==> src/rtl/dac_spi_serializer.sv <==
// Serializes one {cmd,data} word per frame onto the DAC SYNC/SCLK/DIN pins, MSB first.
// Define DAC_SPI_SKID_EN to add a one-entry holding register so a word can be queued while busy.
module dac_spi_serializer #(
  parameter int CLK_DIV    = 2,
  parameter int GAP_CYCLES = 4,
  parameter int CMD_WIDTH  = 8,
  parameter int DATA_WIDTH = 16
) (
  input  logic                  clk,
  input  logic                  reset_n,
  input  logic [CMD_WIDTH-1:0]  cmd,
  input  logic [DATA_WIDTH-1:0] data,
  input  logic                  valid,
  output logic                  ready,
  output logic                  busy,
  output logic                  done,
  output logic                  dac_sync,
  output logic                  dac_sclk,
  output logic                  dac_din
);
  localparam int F     = CMD_WIDTH + DATA_WIDTH;
  localparam int IDX_W = $clog2(F);
  localparam logic [7:0]       DIV_LAST = 8'(CLK_DIV - 1);
  localparam logic [7:0]       GAP_LAST = 8'(GAP_CYCLES - 1);
  localparam logic [IDX_W-1:0] IDX_TOP  = IDX_W'(F - 1);
  localparam logic [IDX_W-1:0] IDX_ONE  = IDX_W'(1);

  typedef enum logic [1:0] {IDLE, SHIFT, TRAIL, GAP} state_t;

  state_t           state, state_nx;
  logic [7:0]       cnt, cnt_nx;
  logic [IDX_W-1:0] idx, idx_nx;
  logic             half_low, half_low_nx;
  logic [F-1:0]     shreg, shreg_nx;
  logic             sync_nx, sclk_nx, din_nx, ready_nx, busy_nx, done_nx;
  logic             accept;

`ifdef DAC_SPI_SKID_EN
  logic [F-1:0] hold, hold_nx;
  logic         hold_full, hold_full_nx;
`endif

  assign accept = valid && ready;

  always_comb begin
    // NOTE: every signal is given a default before the case so no path leaves it unassigned (no latch).
    state_nx    = state;
    cnt_nx      = cnt;
    idx_nx      = idx;
    half_low_nx = half_low;
    shreg_nx    = shreg;
`ifdef DAC_SPI_SKID_EN
    hold_nx      = hold;
    hold_full_nx = hold_full;
`endif
    case (state)
      IDLE: begin
        if (accept) begin
          state_nx    = SHIFT;
          cnt_nx      = '0;
          idx_nx      = IDX_TOP;
          half_low_nx = 1'b0;
          shreg_nx    = {cmd, data};
        end
      end
      SHIFT: begin
        if (cnt == DIV_LAST) begin
          cnt_nx = '0;
          if (!half_low) begin
            half_low_nx = 1'b1;
          end else if (idx == '0) begin
            state_nx    = TRAIL;
            half_low_nx = 1'b0;
          end else begin
            idx_nx      = idx - IDX_ONE;
            half_low_nx = 1'b0;
            shreg_nx    = {shreg[F-2:0], 1'b0};
          end
        end else begin
          cnt_nx = cnt + 8'd1;
        end
      end
      TRAIL: begin
        if (cnt == DIV_LAST) begin
          state_nx = GAP;
          cnt_nx   = '0;
        end else begin
          cnt_nx = cnt + 8'd1;
        end
      end
      GAP: begin
        // The done cycle is the first GAP cycle, so the gap length includes it.
        if (cnt == GAP_LAST) begin
          cnt_nx = '0;
`ifdef DAC_SPI_SKID_EN
          if (hold_full) begin
            state_nx     = SHIFT;
            idx_nx       = IDX_TOP;
            half_low_nx  = 1'b0;
            shreg_nx     = hold;
            hold_full_nx = 1'b0;
          end else begin
            state_nx = IDLE;
          end
`else
          state_nx = IDLE;
`endif
        end else begin
          cnt_nx = cnt + 8'd1;
        end
      end
      default: state_nx = IDLE;
    endcase
`ifdef DAC_SPI_SKID_EN
    // ready is low while full, so a store never collides with the hand-over above.
    if (accept && state != IDLE) begin
      hold_nx      = {cmd, data};
      hold_full_nx = 1'b1;
    end
    ready_nx = !hold_full_nx;
`else
    ready_nx = (state_nx == IDLE);
`endif
    // Pins are computed from the next state and registered, so no input reaches a pin combinationally.
    sync_nx = !(state_nx == SHIFT || state_nx == TRAIL);
    sclk_nx = !(state_nx == SHIFT && half_low_nx);
    din_nx  = (state_nx == SHIFT) && shreg_nx[F-1];
    busy_nx = (state_nx != IDLE);
    done_nx = (state == TRAIL) && (state_nx == GAP);
  end

  // NOTE: sequential state uses non-blocking assignments so every register samples pre-edge values.
  always_ff @(posedge clk or negedge reset_n) begin
    if (!reset_n) begin
      state     <= IDLE;
      cnt       <= '0;
      idx       <= '0;
      half_low  <= 1'b0;
      dac_sync  <= 1'b1;
      dac_sclk  <= 1'b1;
      dac_din   <= 1'b0;
      ready     <= 1'b0;
      busy      <= 1'b0;
      done      <= 1'b0;
`ifdef DAC_SPI_SKID_EN
      hold_full <= 1'b0;
`endif
    end else begin
      state     <= state_nx;
      cnt       <= cnt_nx;
      idx       <= idx_nx;
      half_low  <= half_low_nx;
      dac_sync  <= sync_nx;
      dac_sclk  <= sclk_nx;
      dac_din   <= din_nx;
      ready     <= ready_nx;
      busy      <= busy_nx;
      done      <= done_nx;
`ifdef DAC_SPI_SKID_EN
      hold_full <= hold_full_nx;
`endif
    end
  end

  // NOTE: word registers carry no reset; they are always loaded before being shifted out or handed over.
  always_ff @(posedge clk) begin
    shreg <= shreg_nx;
`ifdef DAC_SPI_SKID_EN
    hold  <= hold_nx;
`endif
  end
endmodule

==> config.mk <==
export PLATFORM = sky130hd
export DESIGN_NAME = dac_spi_serializer
export DESIGN_NICKNAME = d
export VERILOG_FILES = /design/src/rtl/dac_spi_serializer.sv
export SDC_FILE = /design/constraint.sdc
export NUM_CORES = 1
export LEC_CHECK = 0
export ABC_AREA = 1
export BUFFER_PORTS_ARGS = -buffer_cell sky130_fd_sc_hd__buf_2
export CELL_PAD_IN_SITES_DETAIL_PLACEMENT = 0
export CELL_PAD_IN_SITES_GLOBAL_PLACEMENT = 1
export CORE_ASPECT_RATIO = 0.8
export CORE_MARGIN = 10
export CORE_UTILIZATION = 46
export CTS_BUF_LIST = sky130_fd_sc_hd__clkbuf_8 sky130_fd_sc_hd__clkbuf_16
export DETAILED_ROUTE_END_ITERATION = 16
export GPL_TIMING_DRIVEN = 0
export HOLD_SLACK_MARGIN = 0.12
export PLACE_DENSITY_LB_ADDON = 0.1
export SYNTH_ARGS = -nofsm -noshare
export SYNTH_HDL_FRONTEND = slang
export SYNTH_SLANG_ARGS = --single-unit
==> constraint.sdc <==
create_clock -name clk -period 3.1 [get_ports clk]
set_input_delay 0.31 -clock clk [delete_from_list [all_inputs] [get_ports clk]]
set_output_delay 0.31 -clock clk [all_outputs]
set_load 0.01 [all_outputs]
==> results.toml, run 1 <==
[cells_and_area]
fin_nets = 338
syn2layout_area_growth_pct = 14.80
diodes = 0
fillCellCount = 470
mostFrequentLayoutCell = "nand2_1"
layout_common_cells = "nand2_1, buf_2, nand3_1"
drive_gt1_share_pct = 20.20

[floorplan]
start_util_pct = 47.50
rows = 23
core_area_um2 = 5036
die_h_um = 84.50
die_area_um2 = 8503
ioPinCount = 33
fp.dieW_um = 100.6

[min_path]
min_path_type = "primary input to flop"
worstHoldStart = "data[9]"

[timing]
skew_ns = 0.007528
fin_tns_setup_ns = 0
worst_pin_slew_ns = 0.5167
max_clock_freq_mhz = 485.4
maxSlewHeadroom_pct = 65.55
layout_min_cycle_time_ns = 2.060
fin_ws_ns = 1.040
fin_crit_sh_pct = 66.45
drv_slew = 0
rsz0062_at_grt = "false"
hold_violations = 0
setup_viol = 0

[power]
p_seq_share_pct = 58.3
p_switching_mw = 0.2070
peakVddDrop_v = 0.0002460
switching_share_pct = 18.99
p_comb_share_pct = 2.1
powerDensity_nw_per_um2 = 396.9
cellInternalPower_mw = 0.8831
p_clk_share_pct = 39.6
power_leakage_nw = 1.289

[placement]
place.gp.congestion = 0.7526
portBuffers = 32
hpwl_mm = 3.466
place_ws_ns = 1.021

[yosys]
yosysUniqueCellTypes = 32
synth_ff_type = "edfxtp_1"
synth_cells = 261
synth.avg_cell_area_um2 = 9.166
synth_edf_count = 23
ys_seq_area_share_pct = 52.82
syn-num-nets = 298
synth_seq_cells = 46
syn_area_um2 = 2392
netlist_top_cells_area = "edfxtp_1, dfrtp_1, nand2_1"
synth.largest_area_cell = "edfxtp_1"
yosys_warnings = 0
synth.top_cell.area_share_pct = 28.87
ys_async_sr_fraction_pct = 47.83

[cts]
clock_latency_ns = 0.29
hold_buffers = 1
htree_levels = 2
cts.sinks = 46
cts_resized = 0
path_clk_slew_ns = 0.09
numCtsBuffers = 5
tritoncts = "done"
post_cts_buffers = 0
ctsRootBufferMaster = "clkbuf_8"
clockBufferDepth = 2

[flow_run]
cap_viol_max_count = 0

[grt]
grt_overflow = 0
grt_util_all_layers_pct = 11.82
antenna_found_initial = 0
grt_pass1_wl_mm = 8.321
grt_max_degree = 30
grt_pass1_vias = 1882

[route]
drt_iter0_drc = 41
wl_per_cell_um = 13.20
drtAntennaViolNets = 0
drt_pass1_iterations = 4
vias = 1761
drc = 0
avgViaCountPerCell = 4.838
totalWireLength_mm = 4.806

[setup_path]
critPathLaunchType = "flop"
critPathMaxFanout = 29
worstSetupEndpointType = "flop"
worstReg2RegStart = "state[1]"
criticalPathCategory = "flop to flop"
arrival_ns = 2.04
required_ns = 3.08
startpoint = "state[1]"

[status]
run_status = "finished clean"
[power groups by stage]
| stage | clock network [mW] | logic, mW | registers, mW |
|---|---|---|---|
| floorplan | 0 | 0.000180 | 0.649 |
| global placement | 0 | 0.0222 | 0.649 |
| detailed placement | 0 | 0.0223 | 0.649 |
| CTS | 0.444 | 0.0234 | 0.636 |
| global route | 0.463 | 0.0260 | 0.636 |
| finish | 0.432 | 0.0225 | 0.636 |
[through the flow]
step	utilization, %	area, µm²	power, mW	hold WS (ns)	instances
global route	54.53	2746	1.125	0.2815	364
floorplan	-	2392	0.6492	0.01441	261
finish	54.53	2746	1.090	0.2817	364
detailed placement	52.22	2630	0.6712	0.3182	355
global placement	52.22	2630	0.6712	0.3184	355
CTS	54.53	2746	1.104	0.2707	364
[kinds of logic (layout without fill, tap and decap cells)]
logic type | after synthesis | after routing | synth area share [%]
and+or+nand+nor | 138 | 138 | 26.26
AOI/OAI and AO/OA | 24 | 24 | 6.329
buffers and inverters | 38 | 79 | 7.531
adders and majority gates | 10 | 10 | 5.230
DFF | 46 | 46 | 52.82
xor gates and xnor gates | 5 | 5 | 1.830
[path summary, 6_finish.rpt]
| kind | endpoint | slack (ns) | cells after the start |
|---|---|---|---|
| setup / recovery | shreg[16] | 1.04 | 7 |
| hold / removal | shreg[9] | 0.28 | 3 |
| setup reg to reg | shreg[16] | 1.04 | 7 |
| hold reg to reg | idx[0] | 0.49 | 1 |
| max in group asynchronous | dac_sync | 2.21 | 2 |
| min in group asynchronous | idx[2] | 0.52 | 2 |
[per-layer routing]
| layer | up-vias | routed length (µm) | GRT usage (%) |
|---|---|---|---|
| met5 | - | 0 | 0 |
| met4 | 0 | 37 | 3.077 |
| met3 | 5 | 287 | 4.505 |
| met2 | 33 | 2062 | 17.62 |
| met1 | 799 | 2419 | 15.60 |
| li1 | 924 | - | - |
[state kept, by name, summed over array words and instances (netlist names)]
signal and cells:
idx 5, dac_sclk 1, shreg 24, done 1
cnt 8, dac_din 1, half_low 1, ready 1
state 2, busy 1, dac_sync 1
[synthesized netlist by cell type (3+ instances only)]
| cell type | number |
|---|---|
| buf_6 | 3 |
| ha_1 | 10 |
| edfxtp_1 | 23 |
| inv_1 | 28 |
| o21ai_0 | 9 |
| nor2_1 | 13 |
| nand2_1 | 80 |
| xor2_1 | 4 |
| nand3_1 | 30 |
| o21ai_2 | 5 |
| o22ai_1 | 6 |
| nand2_2 | 3 |
| dfrtp_1 | 20 |
[worst max-delay path, cell delays in order, from the launching register on]
cell,delay [ns]
dfrtp_1,0.39
inv_1,0.10
ha_1,0.24
nand2_1,0.31
inv_1,0.18
nor2_1,0.19
nand2_2,0.11
clkinv_4,0.22
[final cells by class]
cell class                      count  area [µm²]  share of cell area [%]
Clock inverter                      3       37.54                   1.367
Tap cell                           62       77.57                   2.825
Buffer                              8       62.56                   2.278
Multi-Input combinational cell    177       948.4                   34.53
Timing Repair Buffer               33       170.2                   6.196
Inverter                           30       117.6                   4.282
Sequential cell                    46        1264                   46.01
Clock buffer                        5       68.82                   2.506
No activity file was read; power rests on OpenSTA's default activity.
==> run 2, diff against run 1 <==
CORE_UTILIZATION = 39   (was 46)
clock period = 1.83 ns   (was 3.1 ns; I/O delays follow)
==> run 2 against run 1 <==
Clock power increased by 77%. Maximum frequency grew 20%. Sequential share of layout area decreased by 2.2 points. Non-clock buffer count rose by 5. Die area rose by 14%. Register-to-register slack got worse by 0.92 ns. Critical path type unchanged. Largest cell class unchanged. Largest power group unchanged.
==> results.toml, run 2 (synthesized netlist as in run 1, its figures left out) <==
[route]
drt_iter0_drc = 55
vias = 1781
drc = 0
drtAntennaViolNets = 0
wl_per_cell_um = 13.21
totalWireLength_mm = 5.140
avgViaCountPerCell = 4.578
drt_pass1_iterations = 4

[cells_and_area]
fin_nets = 344
multi_input_area_um2 = 987.2
largest_reg_flops = 24
top_register = "shreg"
stdcell_area_um2 = 2883
mostFrequentLayoutCell = "nand2_1"
drive_gt1_share_pct = 25.97
final_util_pct = 48.51
layoutNonFillerInstCount = 389
seq_area_um2 = 1264
fillCellCount = 600
diodes = 0
layout_common_cells = "nand2_1, buf_2, nand3_1"
syn2layout_area_growth_pct = 20.50
largestRegisters = "shreg x24, cnt x8, idx x5"

[setup_path]
crit_path_cell_trace = "ha_1, nand2_2, nor2_4, buf_4, o211ai_1, nand2_2, ha_1, nand2_1, inv_1"
crit_buf_inv = 2
arrival_ns = 1.92
critPathMaxFanout = 5
slowest_stage = "dfrtp_1"
criticalPathCategory = "flop to flop"
max_stage_delay_ns = 0.43
critPathLaunchType = "flop"
cp_top_family = "flip-flops"
required_ns = 2.04
worstSetupEndpointType = "flop"

[floorplan]
fp.dieW_um = 107.6
die_area_um2 = 9686
die_h_um = 90.05
core_area_um2 = 5943
start_util_pct = 40.25
ioPinCount = 33
rows = 25

[timing]
maxSlewHeadroom_pct = 64.55
fin_ws_ns = 0.1182
hold_ws_ns = 0.1401
rsz0062_at_grt = "true"
skew_ns = 0.004217
fin_tns_setup_ns = 0
worst_pin_slew_ns = 0.5318
fin_crit_sh_pct = 93.54
hold_violations = 0
setup_viol = 0
drv_slew = 0
layout_min_cycle_time_ns = 1.712
max_clock_freq_mhz = 584.2

[grt]
grt_pass1_wl_mm = 8.487
grt_util_all_layers_pct = 10.75
antenna_found_initial = 0
grt_overflow = 0
grt_max_degree = 30
grt_pass1_vias = 1782

[placement]
portBuffers = 32
place_ws_ns = -0.2656
place_area_um2 = 2654
place.gp.congestion = 0.7258
dp.cells = 374
hpwl_mm = 3.555

[cts]
path_clk_slew_ns = 0.09
tritoncts = "done"
numCtsBuffers = 5
htree_levels = 2
cts.sinks = 46
clockBufferDepth = 2
ctsRootBufferMaster = "clkbuf_8"
clock_latency_ns = 0.30

[power]
power_mw = 1.878
power_leakage_nw = 1.339
powerDensity_nw_per_um2 = 651.5
peakVddDrop_v = 0.0003844

[flow_run]
cap_viol_max_count = 0

[min_path]
min_path_type = "primary input to flop"

[status]
run_status = "finished clean"
run 2: cell types whose count changed in the layout (fill, tap and decap cells not counted), moves of 2 or more:
cell        delta
nand2_4        +2
nor2_1         -2
buf_1          -2
nand2_1        -2
clkbuf_4       +2
clkbuf_2       +2
buf_4          +5
clkbuf_1       -2
clkinvlp_4     +2
inv_1          -2
run 2: per-layer routing:
layer | part of all wire (%) | wire [µm] | GRT usage (%)
met3 | 5.8 | 296 | 3.994
met2 | 41 | 2103 | 15.20
met1 | 52 | 2656 | 14.33
met4 | 1.6 | 82 | 4.333
met5 | 0 | 0 | 0
run 2: area by class of cell:
class	count	share of cell area, %
Sequential cell	46	43.84
Timing Repair inverter	1	0.3906
Clock buffer	5	2.387
Tap cell	81	3.516
Inverter	30	4.471
Buffer	8	2.517
Clock inverter	3	1.432
Timing Repair Buffer	38	7.205
Multi-Input combinational cell	177	34.24
run 2: worst register-to-register path: cells and delay by family (launching register included):
family          cells  cell delay [ns]
fa+ha+maj           2             0.43
flops               1             0.43
simple gates        4             0.34
buf+inv             2             0.16
compound gates      1             0.25
run 2: repair_timing:
| action | 4_1_cts | 5_1_grt |
|---|---|---|
| buffers inserted | 1 | 4 |
| setup endpoints to repair | 49 | 50 |
| hold buffers | 1 | 0 |
| pin swaps | 1 | 1 |
| resized for setup | 8 | 15 |
| gates cloned | 0 | 1 |
| endpoints found under the hold margin | 20 | 0 |
run 2: power by group:
group | switching (mW) | total [mW] | leakage (nW) | internal [mW]
clock | 0.360 | 0.763 | 0.0556 | 0.402
sequential | 0 | 1.08 | 0.470 | 1.08
combinational | 0.0177 | 0.0385 | 0.814 | 0.0208
run 2: final timing paths:
| kind | start | cells after the start | slack [ns] | endpoint |
|---|---|---|---|---|
| setup / recovery | cnt[0] | 9 | 0.12 | dac_din |
| setup reg to reg | cnt[0] | 9 | 0.12 | dac_din |
| hold / removal | data[15] | 3 | 0.14 | shreg[15] |
| max in group asynchronous | reset_n | 2 | 1.08 | dac_sclk |
| hold reg to reg | idx[0] | 1 | 0.49 | idx[0] |
| min in group asynchronous | reset_n | 2 | 0.39 | dac_din |
